**src/rtl/scope_dma_sequencer.sv**
```systemverilog
// Slices the continuous scope sample stream into fixed-length DMA buffers with tlast,
// holds the source off until the DMA reports completion, and flags completions that never arrive.
module scope_dma_sequencer #(
    parameter int DATA_WIDTH     = 32,
    parameter int COUNT_WIDTH    = 16,
    parameter int TIMEOUT_CYCLES = 1000000
) (
    input  logic                   clock,
    input  logic                   reset,
    input  logic                   enable,
    input  logic [COUNT_WIDTH-1:0] buffer_size,
    input  logic [DATA_WIDTH-1:0]  in_data,
    input  logic                   in_valid,
    output logic                   in_ready,
    output logic [DATA_WIDTH-1:0]  out_data,
    output logic                   out_valid,
    input  logic                   out_ready,
    output logic                   out_tlast,
    input  logic                   dma_done,
    output logic                   busy,
    output logic [COUNT_WIDTH-1:0] transfer_count,
    output logic                   timeout_error
);

    // state      | meaning
    // ST_IDLE    | source held off, waiting for enable with a non-zero buffer_size
    // ST_STREAM  | zero-latency pass-through, counting beats up to size_q
    // ST_WAIT    | buffer handed off, source held off until dma_done or timeout
    localparam logic [1:0] ST_IDLE   = 2'd0;
    localparam logic [1:0] ST_STREAM = 2'd1;
    localparam logic [1:0] ST_WAIT   = 2'd2;

    localparam int TO_WIDTH = (TIMEOUT_CYCLES > 1) ? $clog2(TIMEOUT_CYCLES) : 1;
    localparam logic [TO_WIDTH-1:0]    TO_LOAD = TO_WIDTH'(TIMEOUT_CYCLES - 1);
    localparam logic [TO_WIDTH-1:0]    TO_ONE  = TO_WIDTH'(1);
    localparam logic [COUNT_WIDTH-1:0] CNT_ONE = COUNT_WIDTH'(1);

    logic [1:0]             state;
    logic [COUNT_WIDTH-1:0] size_q;
    logic [COUNT_WIDTH-1:0] beat_cnt;
    logic [COUNT_WIDTH-1:0] xfer_cnt;
    logic [TO_WIDTH-1:0]    to_cnt;
    logic                   to_err;

    logic streaming;
    logic beat;
    logic at_last;
    logic start_ok;
    logic to_expired;

    always_comb begin
        streaming  = (state == ST_STREAM);
        out_valid  = streaming & in_valid;
        in_ready   = streaming & out_ready;
        out_data   = streaming ? in_data : '0;
        at_last    = (beat_cnt == (size_q - CNT_ONE));
        out_tlast  = out_valid & at_last;
        beat       = out_valid & out_ready;
        start_ok   = enable & (buffer_size != '0);
        to_expired = (to_cnt == '0);
    end

    assign busy           = (state != ST_IDLE);
    assign transfer_count = xfer_cnt;
    assign timeout_error  = to_err;

    always_ff @(posedge clock) begin
        if (!reset) begin
            state    <= ST_IDLE;
            size_q   <= '0;
            beat_cnt <= '0;
            xfer_cnt <= '0;
            to_cnt   <= '0;
            to_err   <= 1'b0;
        end else begin
            case (state)
                ST_IDLE: begin
                    if (start_ok) begin
                        size_q   <= buffer_size;
                        beat_cnt <= '0;
                        to_err   <= 1'b0;
                        state    <= ST_STREAM;
                    end
                end
                ST_STREAM: begin
                    if (beat) begin
                        if (at_last) begin
                            beat_cnt <= '0;
                            to_cnt   <= TO_LOAD;
                            state    <= ST_WAIT;
                        end else begin
                            beat_cnt <= beat_cnt + CNT_ONE;
                        end
                    end
                end
                ST_WAIT: begin
                    // dma_done takes priority over a timeout expiring in the same cycle
                    if (dma_done) begin
                        xfer_cnt <= xfer_cnt + CNT_ONE;
                        if (start_ok) begin
                            size_q   <= buffer_size;
                            beat_cnt <= '0;
                            state    <= ST_STREAM;
                        end else begin
                            state <= ST_IDLE;
                        end
                    end else if (to_expired) begin
                        to_err <= 1'b1;
                        state  <= ST_IDLE;
                    end else begin
                        to_cnt <= to_cnt - TO_ONE;
                    end
                end
                default: state <= ST_IDLE;
            endcase
        end
    end

endmodule

```
**config.mk**
```make
export PLATFORM = sky130hd
export DESIGN_NAME = scope_dma_sequencer
export DESIGN_NICKNAME = d
export VERILOG_FILES = /design/src/rtl/scope_dma_sequencer.sv
export SDC_FILE = /design/constraint.sdc
export NUM_CORES = 1
export LEC_CHECK = 0
export ABC_AREA = 1
export BUFFER_PORTS_ARGS = -buffer_cell sky130_fd_sc_hd__buf_2
export CAP_MARGIN = 30
export CORE_MARGIN = 10
export CORE_UTILIZATION = 35
export CTS_BUF_LIST = sky130_fd_sc_hd__clkbuf_16
export DETAILED_ROUTE_END_ITERATION = 8
export HOLD_SLACK_MARGIN = 0.03
export SLEW_MARGIN = 20
export SYNTH_ARGS = -nofsm -noshare
export SYNTH_HDL_FRONTEND = slang
export SYNTH_SLANG_ARGS = --single-unit
```
**constraint.sdc**
```tcl
create_clock -name clock -period 2.45 [get_ports clock]
set_input_delay 0.1225 -clock clock [delete_from_list [all_inputs] [get_ports clock]]
set_output_delay 0.1225 -clock clock [all_outputs]
set_load 0.02 [all_outputs]
```
==> results.cfg, run 1 <==
[routing]
routed_wl_mm = 12.7
route.detailed.drc = 0
avgRoutedWirePerCell_um = 12.6
postRouteAntennaNets = 0
via_per_inst = 4.55
num_vias = 4595
drt_iter0_drc = 230
drt-pass1-iter-count = 4

[sta]
finClkSkew_ps = 8.27
final.setup.tns_ps = 0
post-route-min-period_ps = 2220
whs_ps = 90.2
slew_headroom_pct = 65.4
drv_slew = 0
setup_violations = 0
worstMarginPinSlew_ps = 518
timing.final.ws_setup_ps = 232
grt_setup_unrepaired = false
fmax_mhz = 451
hold_viol_final = 0
min_period_over_period_pct = 90.5

[clock_network]
cts_tree = yes
cts_htree_levels = 3
cts_made_buffers = 9
cts_root_buf = clkbuf_16
clock_path_buffers = 2
clk_pin_slew_ps = 60
clk_latency_ps = 330
clock-sinks = 71

[placement]
gp_congestion = 0.887
place_ws_ps = 205
place_inst = 993
io_buffers = 106
hpwl_mm = 9.90

[yosys]
seq_area_frac_synth_pct = 31.6
synth_area_sq_um = 4500
synth_ff_type = dfxtp_1
synth_area_leaders = dfxtp_1 32%, nand2_1 12%, nor2_1 11%, inv_1 8.8%, nand3_1 7.0%
synth_edf_count = 0
ys_ff_latch = 71
synth-async-reset-ratio_pct = 0
postSynthAreaPerCell_sq_um = 6.17
synth_commonest_cells = 142 x nand2_1, 136 x nor2_1, 106 x inv_1, 71 x dfxtp_1, 63 x nand3_1
syn-num-nets = 788
yosys.cell_types.count = 39
synthCells = 730
synth_top_area_cell = dfxtp_1
netlist.area_leader.share_pct = 31.6
synth_most_common_cell = nand2_1
yosysWarnings = 0

[pwr]
clkPwrFrac_pct = 34.6
p_sw_share_pct = 35.2
seq_power_share_pct = 33.2
switchingPower_mw = 1.40
p_int_mw = 2.58
power_leakage_nw = 2.66
ir_drop_v = 0.000324
power_frac_comb_pct = 32.2
cellPowerDensity_nw_per_um2 = 716

[floorplanning]
fp.coreArea_sq_um = 12600
die_h_um = 133
die_area_sq_um = 17800
ios = 107
start_util_pct = 35.7
die_w_um = 133
rows = 41

[grt]
grt_pass1_wl_mm = 20.7
grtUsageTotal_pct = 13.9
grt_max_degree = 35
overflow = 0
antenna_found_initial = 0
grt_pass1_vias = 4364

[worst_setup_path]
start_kind = flop
worstSetupPathType = flop to output port
required_ps = 2330
critPathArrivalTime_ps = 2100
r2r-end = to_cnt[14]
ff2ff_setup_slack_ps = 280
end_kind = output port
path_max_fanout = 5
r2r-start = size_q[0]
ff2ff_path_depth = 16

[status]
status = finished, final reports clean

[final_layout]
drive_gt1_share_pct = 19.8
instances_no_fill = 1009
nets = 890
antennaDiodeCount = 0
area.growth.synth_to_final_pct = 23.5
nFillCells = 1392

[worst_hold_path]
hold_depth = 3
min_from = buffer_size[10]
min_path_type = input port to flop
hold_end = size_q[10]

[job]
maxCapViolations = 0
layout make-up:
type	count	area (sq um)	area share, %
Tap cell	172	215	3.87
Sequential cell	71	1420	25.5
Clock inverter	7	87.6	1.57
Timing Repair Buffer	115	613	11.0
Clock buffer	9	225	4.05
Multi-Input combinational cell	526	2590	46.6
Inverter	109	409	7.35
worst max-delay path, stage by stage (launching register included):
cell and delay [ps]:
dfxtp_1 310, inv_2 110, ha_4 170, nand2_2 110, nor2_4 160, nand2_1 60, nand2_1 60, nand2_1 40
nor2_1 70, nand2_1 70, nor2_1 170, nand2_4 120, nor3_4 150, buf_4 170
flip-flops by register name (all words and copies together), names as in the netlist:
signal and flops:
size_q 16, transfer_count 16, beat_cnt 16, timeout_error 1, state 2, to_cnt 20
power by group through the flow:
stage | Combinational, mW | Clock, mW | Sequential, mW
3_3_place_gp | 1.26 | 0 | 1.35
6_report | 1.28 | 1.38 | 1.32
4_1_cts | 1.27 | 1.41 | 1.32
5_1_grt | 1.45 | 1.46 | 1.33
3_5_place_dp | 1.26 | 0 | 1.34
2_1_floorplan | 0.958 | 0 | 1.32
logic make-up (layout without fill, tap and decap cells):
kind of cell / Yosys count / count (layout) / share of synthesized area [%]
DFF: 71 / 71 / 31.6
muxes: 1 / 1 / 0.222
buffers and inverters: 133 / 240 / 11.9
and+or+nand+nor: 398 / 398 / 38.7
adders and majority gates: 4 / 4 / 1.11
xor gates and xnor gates: 28 / 28 / 5.44
AOI/OAI and AO/OA: 95 / 95 / 11.1
what timing repair did:
action / in CTS / in global routing
gates resized for setup: 0 / 11
endpoints found under the setup margin: 0 / 32
hold buffers: 0 / 0
buffers inserted: 0 / 0
cells in the final DEF (no fill, tap or decap), types with 2 or more instances in the layout:
master	netlist	final
and2_1	2	2
o21ai_0	36	36
dfxtp_1	71	71
buf_2	6	105
xnor2_1	13	13
a21oi_1	52	52
buf_4	0	9
inv_2	3	4
nor3_1	14	12
inv_1	106	105
nand3_1	63	63
clkinvlp_4	0	2
clkinv_1	0	2
ha_1	4	3
bufinv_16	0	2
a221oi_1	2	2
nand3b_1	3	3
o21bai_1	2	2
nor2_1	136	135
nor3_2	1	2
nand2_2	6	6
xor2_1	15	15
nand4_1	7	7
clkbuf_16	0	9
nand2_1	142	141
nor2_2	7	8
nor2_4	2	2
or2_2	5	5
nor4_1	3	3
per-stage QoR:
step | utilization [%] | total power, mW | instance area [sq um]
6_report | 44.1 | 3.98 | 5560
5_1_grt | 44.1 | 4.25 | 5560
4_1_cts | 43.7 | 4.00 | 5510
3_5_place_dp | 41.2 | 2.61 | 5200
3_3_place_gp | 41.2 | 2.60 | 5200
2_1_floorplan | - | 2.28 | 4500
per-layer routing:
| metal | GRT usage (%) | up-vias | wire, um |
|---|---|---|---|
| met5 | 0 | - | 0 |
| met4 | 4.90 | 0 | 216 |
| met3 | 3.01 | 14 | 372 |
| met2 | 25.4 | 50 | 6790 |
| met1 | 15.4 | 2036 | 5330 |
| li1 | - | 2495 | - |
how the worst max path moves through the flow:
stage | from | cells after the start | slack (ps) | end
after floorplan | size_q[0] | 12 | 540 | out_tlast
after global placement | size_q[0] | 16 | 270 | to_cnt[14]
after detailed placement | size_q[0] | 16 | 200 | to_cnt[4]
after CTS | size_q[0] | 13 | 40 | out_tlast
after global routing | size_q[0] | 13 | 5 | out_tlast
final | size_q[0] | 13 | 230 | out_tlast
(Power assumes the default switching activity.)
==> run 2: changes to the inputs <==
ABC_AREA = default   (was 1)
SLEW_MARGIN = default   (was 20)
==> run 2 against run 1 <==
Against the previous run: the flow now finishes with violations (setup timing); synthesized cell count is 31% lower; count of clock-buffer cells in the layout is the same; total power shrank 19%; maximum frequency decreased by 20%; via count fell by 9.7%; cell count decreased by 19%; hold slack got worse by 43 ps; combinational power down 54%; non-clock buffer count up 63.
==> results.cfg, run 2 <==
[sta]
fmax_mhz = 361
slew_headroom_pct = 44.7
timing.final.ws_setup_ps = -318
worstMarginPinSlew_ps = 829
drv_slew = 0
finClkSkew_ps = 6.59
setup_violations = 37
hold_viol_final = 0
post-route-min-period_ps = 2770
grt_setup_unrepaired = true
min_period_over_period_pct = 113

[yosys]
yosys.cell_types.count = 62
synth_commonest_cells = 71 x dfxtp_1, 57 x nor2_1, 50 x nand2_1, 40 x a21oi_1, 34 x and2_1
synth-async-reset-ratio_pct = 0
postSynthAreaPerCell_sq_um = 7.95
netlist.area_leader.share_pct = 35.5
synth_edf_count = 0
synth_area_sq_um = 4010
synthCells = 504
synth_ff_type = dfxtp_1
synth_area_leaders = dfxtp_1 35%, xor2_1 6.3%, nor2_1 5.3%, and2_1 5.3%, xnor2_1 5.0%
syn-num-nets = 562
yosysWarnings = 0
seq_area_frac_synth_pct = 35.5
synth_top_area_cell = dfxtp_1
ys_ff_latch = 71
synth_most_common_cell = dfxtp_1

[final_layout]
nets = 727
instances_no_fill = 817
multi_input_area_sq_um = 2580
antennaDiodeCount = 0
area.growth.synth_to_final_pct = 42.0
final_common_cell = buf_2
largest_register = to_cnt
drive_gt1_share_pct = 35.3
nFillCells = 1106
largest_reg_flops = 20
seq_area_sq_um = 1430
final_util_pct = 50.3
fin_area_sq_um = 5690
final_cell_mix = 105 x buf_2, 66 x dfxtp_1, 66 x buf_4

[worst_setup_path]
path_max_fanout = 3
path_buf_inv = 4
cp_top_family = simple AND/OR/NAND/NOR gates
worstSetupPathType = flop to output port
worst_path_largest_cell_delay_ps = 340
critPathArrivalTime_ps = 2650
crit_top_cell = buf_4
end_kind = output port
required_ps = 2330
crit_path_cell_trace = inv_2, ha_4, nor3b_4, a21boi_1, a2111oi_4, nand4_1, buf_4, nor4_4, buf_4, and3_4, buf_6
critPathSlowestCell = dfxtp_2
start_kind = flop

[placement]
io_buffers = 106
dpl-instance-area_sq_um = 5180
hpwl_mm = 9.72
gp_congestion = 0.893
place_inst = 793

[grt]
grt_max_degree = 46
use_met2_pct = 27.3
grtUsageTotal_pct = 15.1
antenna_found_initial = 0
grt_pass1_vias = 4298
grt_pass1_wl_mm = 20.3
grt_busiest_layer = met2
use_met1_pct = 15.8
overflow = 0
grt_use_met3_pct = 5.91

[clock_network]
cts_root_buf = clkbuf_16
cts_made_buffers = 9
clock-sinks = 71
cts_tree = yes
clk_pin_slew_ps = 60
cts_htree_levels = 3
clk_latency_ps = 330
cts_hold_repair.buffers = 0
clock_path_buffers = 2

[floorplanning]
ios = 107
start_util_pct = 35.4
fp.coreArea_sq_um = 11300
die_h_um = 127
die_w_um = 127
die_area_sq_um = 16100
rows = 39

[routing]
drt-pass1-iter-count = 6
num_vias = 4150
routed_wl_mm = 12.6
drt_iter0_drc = 197
avgRoutedWirePerCell_um = 15.4
postRouteAntennaNets = 0
route.detailed.drc = 0
via_per_inst = 5.08

[status]
violations = setup timing
status = finished, violations left

[job]
maxCapViolations = 0

[pwr]
ir_drop_v = 0.000392
cellPowerDensity_nw_per_um2 = 565
power_leakage_nw = 2.49

[worst_hold_path]
min_path_type = input port to flop
[run 2: cell type report]
| class | count | area share [%] |
|---|---|---|
| sequential | 71 | 25.1 |
| inverter | 10 | 0.660 |
| clock buffer | 9 | 3.96 |
| clock inverter | 7 | 1.69 |
| tap | 143 | 3.14 |
| timing repair buffer | 178 | 20.1 |
| multi-input combinational | 399 | 45.4 |
[run 2: cell families after synthesis]
| group | after synthesis | share of synthesized area, % |
|---|---|---|
| AO/OA/AOI/OAI | 90 | 14.9 |
| XOR/XNOR | 52 | 11.4 |
| adder cells (fa/ha/maj) | 4 | 1.25 |
| buffers and inverters | 34 | 3.90 |
| flip-flops | 71 | 35.5 |
| AND/OR/NAND/NOR | 253 | 33.2 |
[run 2: path summary, 6_finish.rpt]
path / start / to / slack [ps] / cells after the start
hold / removal: buffer_size[3] / size_q[3] / 50 / 3
hold reg to reg: size_q[1] / size_q[1] / 470 / 2
setup / recovery: size_q[0] / out_tlast / -320 / 11
setup reg to reg: size_q[0] / to_cnt[2] / -290 / 11
[run 2: routing by layer]
metal | vias to the layer above | wire (um)
met2 | 119 | 6430
met4 | 0 | 203
li1 | 2089 | -
met3 | 17 | 926
met5 | - | 0
met1 | 1925 | 5000
[run 2: what timing repair did]
| action | in CTS | in global routing |
|---|---|---|
| endpoints found under the setup margin | 39 | 39 |
| gates cloned | 1 | 0 |
| resized for setup | 16 | 8 |
| setup buffers | 6 | 1 |
| pin swaps | 7 | 4 |
[run 2: worst min-delay path, delay by kind of cell]
family / cells / cell delay [ps]
buffers and inverters: 1 / 100
and+or+nand+nor: 1 / 60
AOI/OAI and AO/OA: 1 / 50
[run 2: stage by stage]
stage / setup slack [ps] / TNS, ps / hold slack (ps) / power, mW
global placement: -220 / -4920 / 396 / 1.75
global route: -421 / -11000 / 51.2 / 3.35
floorplan: -172 / -1500 / 239 / 1.52
CTS: -339 / -7310 / 52.2 / 3.23
finish: -318 / -6330 / 47.5 / 3.21
detailed placement: -296 / -6420 / 401 / 1.76
[run 2: report_power, final]
group	total [mW]	leakage (nW)	internal [mW]	switching [mW]
Combinational	0.593	1.76	0.281	0.312
Sequential	1.20	0.577	1.17	0.0249
Clock	1.42	0.150	0.893	0.527
Total	3.21	2.49	2.35	0.864
==> run 3: changes to the inputs <==
BUFFER_PORTS_ARGS = -buffer_cell sky130_fd_sc_hd__buf_4   (was -buffer_cell sky130_fd_sc_hd__buf_2)
==> run 3 against run 2 <==
Against the previous run: the flow still finishes with violations (setup timing); hold slack better by 11 ps; maximum frequency is 1.3% lower; die area is the same; cell count up 0.12%; critical path type unchanged; routed wire length grew 2.4%; global-route usage up 0.26 points; clock skew down 0.91 ps; largest power group is now sequential cells; largest cell class unchanged; clock power fell by 18%.
==> results.cfg, run 3 (synthesis gave the netlist of run 2 again) <==
[status]
status = finished, violations left
violations = setup timing

[pwr]
power_frac_comb_pct = 21.3
p_sw_share_pct = 28.0
power_leakage_nw = 2.53
switchingPower_mw = 0.843
total_power_mw = 3.01
p_int_mw = 2.17
cellPowerDensity_nw_per_um2 = 492
ir_drop_v = 0.000374
seq_power_share_pct = 39.8
clkPwrFrac_pct = 38.9

[worst_setup_path]
start_kind = flop
ff2ff_setup_slack_ps = -350
worstSetupPathType = flop to output port
end_kind = output port
crit_path_cell_trace = buf_4, nor4_2, nand3_1, nor4_2, xnor2_1, buf_4, nor4_4, buf_4, and3_4, buf_6
path_max_fanout = 7
r2r-start = size_q[8]
critPathSlowestCell = nor4_2
required_ps = 2330
crit_top_cell = buf_4
worst_path_largest_cell_delay_ps = 340
ff2ff_path_depth = 9
critPathArrivalTime_ps = 2680
r2r-end = to_cnt[18]

[routing]
num_vias = 4199
drt-pass1-iter-count = 5
route.detailed.drc = 0
drt_iter0_drc = 215
postRouteAntennaNets = 0
avgRoutedWirePerCell_um = 15.7
routed_wl_mm = 12.9
via_per_inst = 5.13

[clock_network]
cts_tree = yes
cts_htree_levels = 3
clock-sinks = 71
cts_root_buf = clkbuf_16
clock_path_buffers = 2
cts_hold_repair.buffers = 0
cts_made_buffers = 9
clk_latency_ps = 330
clk_pin_slew_ps = 60

[floorplanning]
die_w_um = 127
die_h_um = 127
ios = 107
start_util_pct = 35.4
die_area_sq_um = 16100
rows = 39
fp.coreArea_sq_um = 11300

[final_layout]
largest_reg_flops = 20
nets = 729
largest_register = to_cnt
instances_no_fill = 818
nFillCells = 1068
final_common_cell = buf_4
antennaDiodeCount = 0
area.growth.synth_to_final_pct = 52.5
seq_area_sq_um = 1420
final_cell_mix = 170 x buf_4, 69 x dfxtp_1, 47 x nand2_1
drive_gt1_share_pct = 39.9
multi_input_area_sq_um = 2790
fin_area_sq_um = 6110

[grt]
grtUsageTotal_pct = 15.4
grt_pass1_wl_mm = 20.7
overflow = 0
grt_max_degree = 46
grt_pass1_vias = 4372
antenna_found_initial = 0

[placement]
gp_congestion = 0.868
io_buffers = 106
hpwl_mm = 9.77
place_inst = 792
dpl-instance-area_sq_um = 5420

[sta]
min_period_over_period_pct = 114
grt_setup_unrepaired = true
setup_violations = 38
timing.final.ws_setup_ps = -354
post-route-min-period_ps = 2800
finClkSkew_ps = 5.68
slew_headroom_pct = 44.5
worstMarginPinSlew_ps = 831
hold_viol_final = 0
drv_slew = 0
fmax_mhz = 357
final.setup.tns_ps = -8290

[job]
maxCapViolations = 0

[worst_hold_path]
hold_end = size_q[14]
hold_depth = 3
min_path_type = input port to flop
min_from = buffer_size[14]
## run 3: cell types whose count changed in the layout (fill, tap and decap cells not counted), moves of 2 or more
cell	change
buf_6	+4
nand2_1	-3
nand2_2	+2
a21oi_2	+3
buf_4	+104
buf_2	-105
bufinv_16	-2
dfxtp_2	-3
dfxtp_1	+3
a21oi_1	-3
nor2_1	-21
clkinv_2	+3
nor2_4	+20
## run 3: power groups by stage
stage	Clock, mW	Sequential, mW	Combinational [mW]
final	1.17	1.20	0.641
after CTS	1.20	1.20	0.613
after global routing	1.24	1.20	0.695
after detailed placement	0	1.22	0.568
after global placement	0	1.22	0.562
after floorplan	0	1.22	0.308
## run 3: metrics by stage
| step | hold WS, ps | utilization (%) | setup WS [ps] |
|---|---|---|---|
| 2_1_floorplan | 239 | - | -172 |
| 3_3_place_gp | 404 | 47.8 | -328 |
| 3_5_place_dp | 404 | 47.8 | -446 |
| 4_1_cts | 55.3 | 51.8 | -314 |
| 5_1_grt | 68.9 | 54.0 | -514 |
| 6_report | 58.7 | 54.0 | -354 |
## run 3: worst max path at each step
stage          slack (ps)          to        from
2_1_floorplan        -170   to_cnt[1]   size_q[0]
3_3_place_gp         -330  to_cnt[14]  size_q[10]
3_5_place_dp         -450   to_cnt[3]  size_q[10]
4_1_cts              -310   to_cnt[3]   size_q[0]
5_1_grt              -510   out_tlast   size_q[7]
6_report             -350   out_tlast   size_q[7]
## run 3: final cells by class
class                      count  share of cell area [%]
multi-input combinational    399                    45.7
clock inverter                 6                   0.634
clock buffer                   9                    3.68
tap                          143                    2.93
sequential                    71                    23.3
timing repair buffer         180                    23.1
inverter                      10                   0.614
## run 3: worst max-delay path, delay by kind of cell, from the launching register on
family | cells | cell delay, ps
xor+xnor | 1 | 140
buf+inv | 4 | 590
flops | 1 | 310
simple gates | 5 | 1290
## run 3: timing repair
action / 4_1_cts / 5_1_grt
setup endpoints to repair: 39 / 39
pin swaps: 8 / 35
buffers inserted: 8 / 4
gates resized for setup: 19 / 64
gates cloned: 1 / 0
## run 3: routing by layer
metal  vias up  routed length (um)  part of all wire (%)  global-route usage, %
met2       134                6640                    52                   27.8
met3        17                1000                   7.8                   5.42
met5         -                   0                     0                      0
li1       2094                   -                     -                      -
met4         0                 226                   1.8                   5.63
met1      1954                4990                    39                   16.0
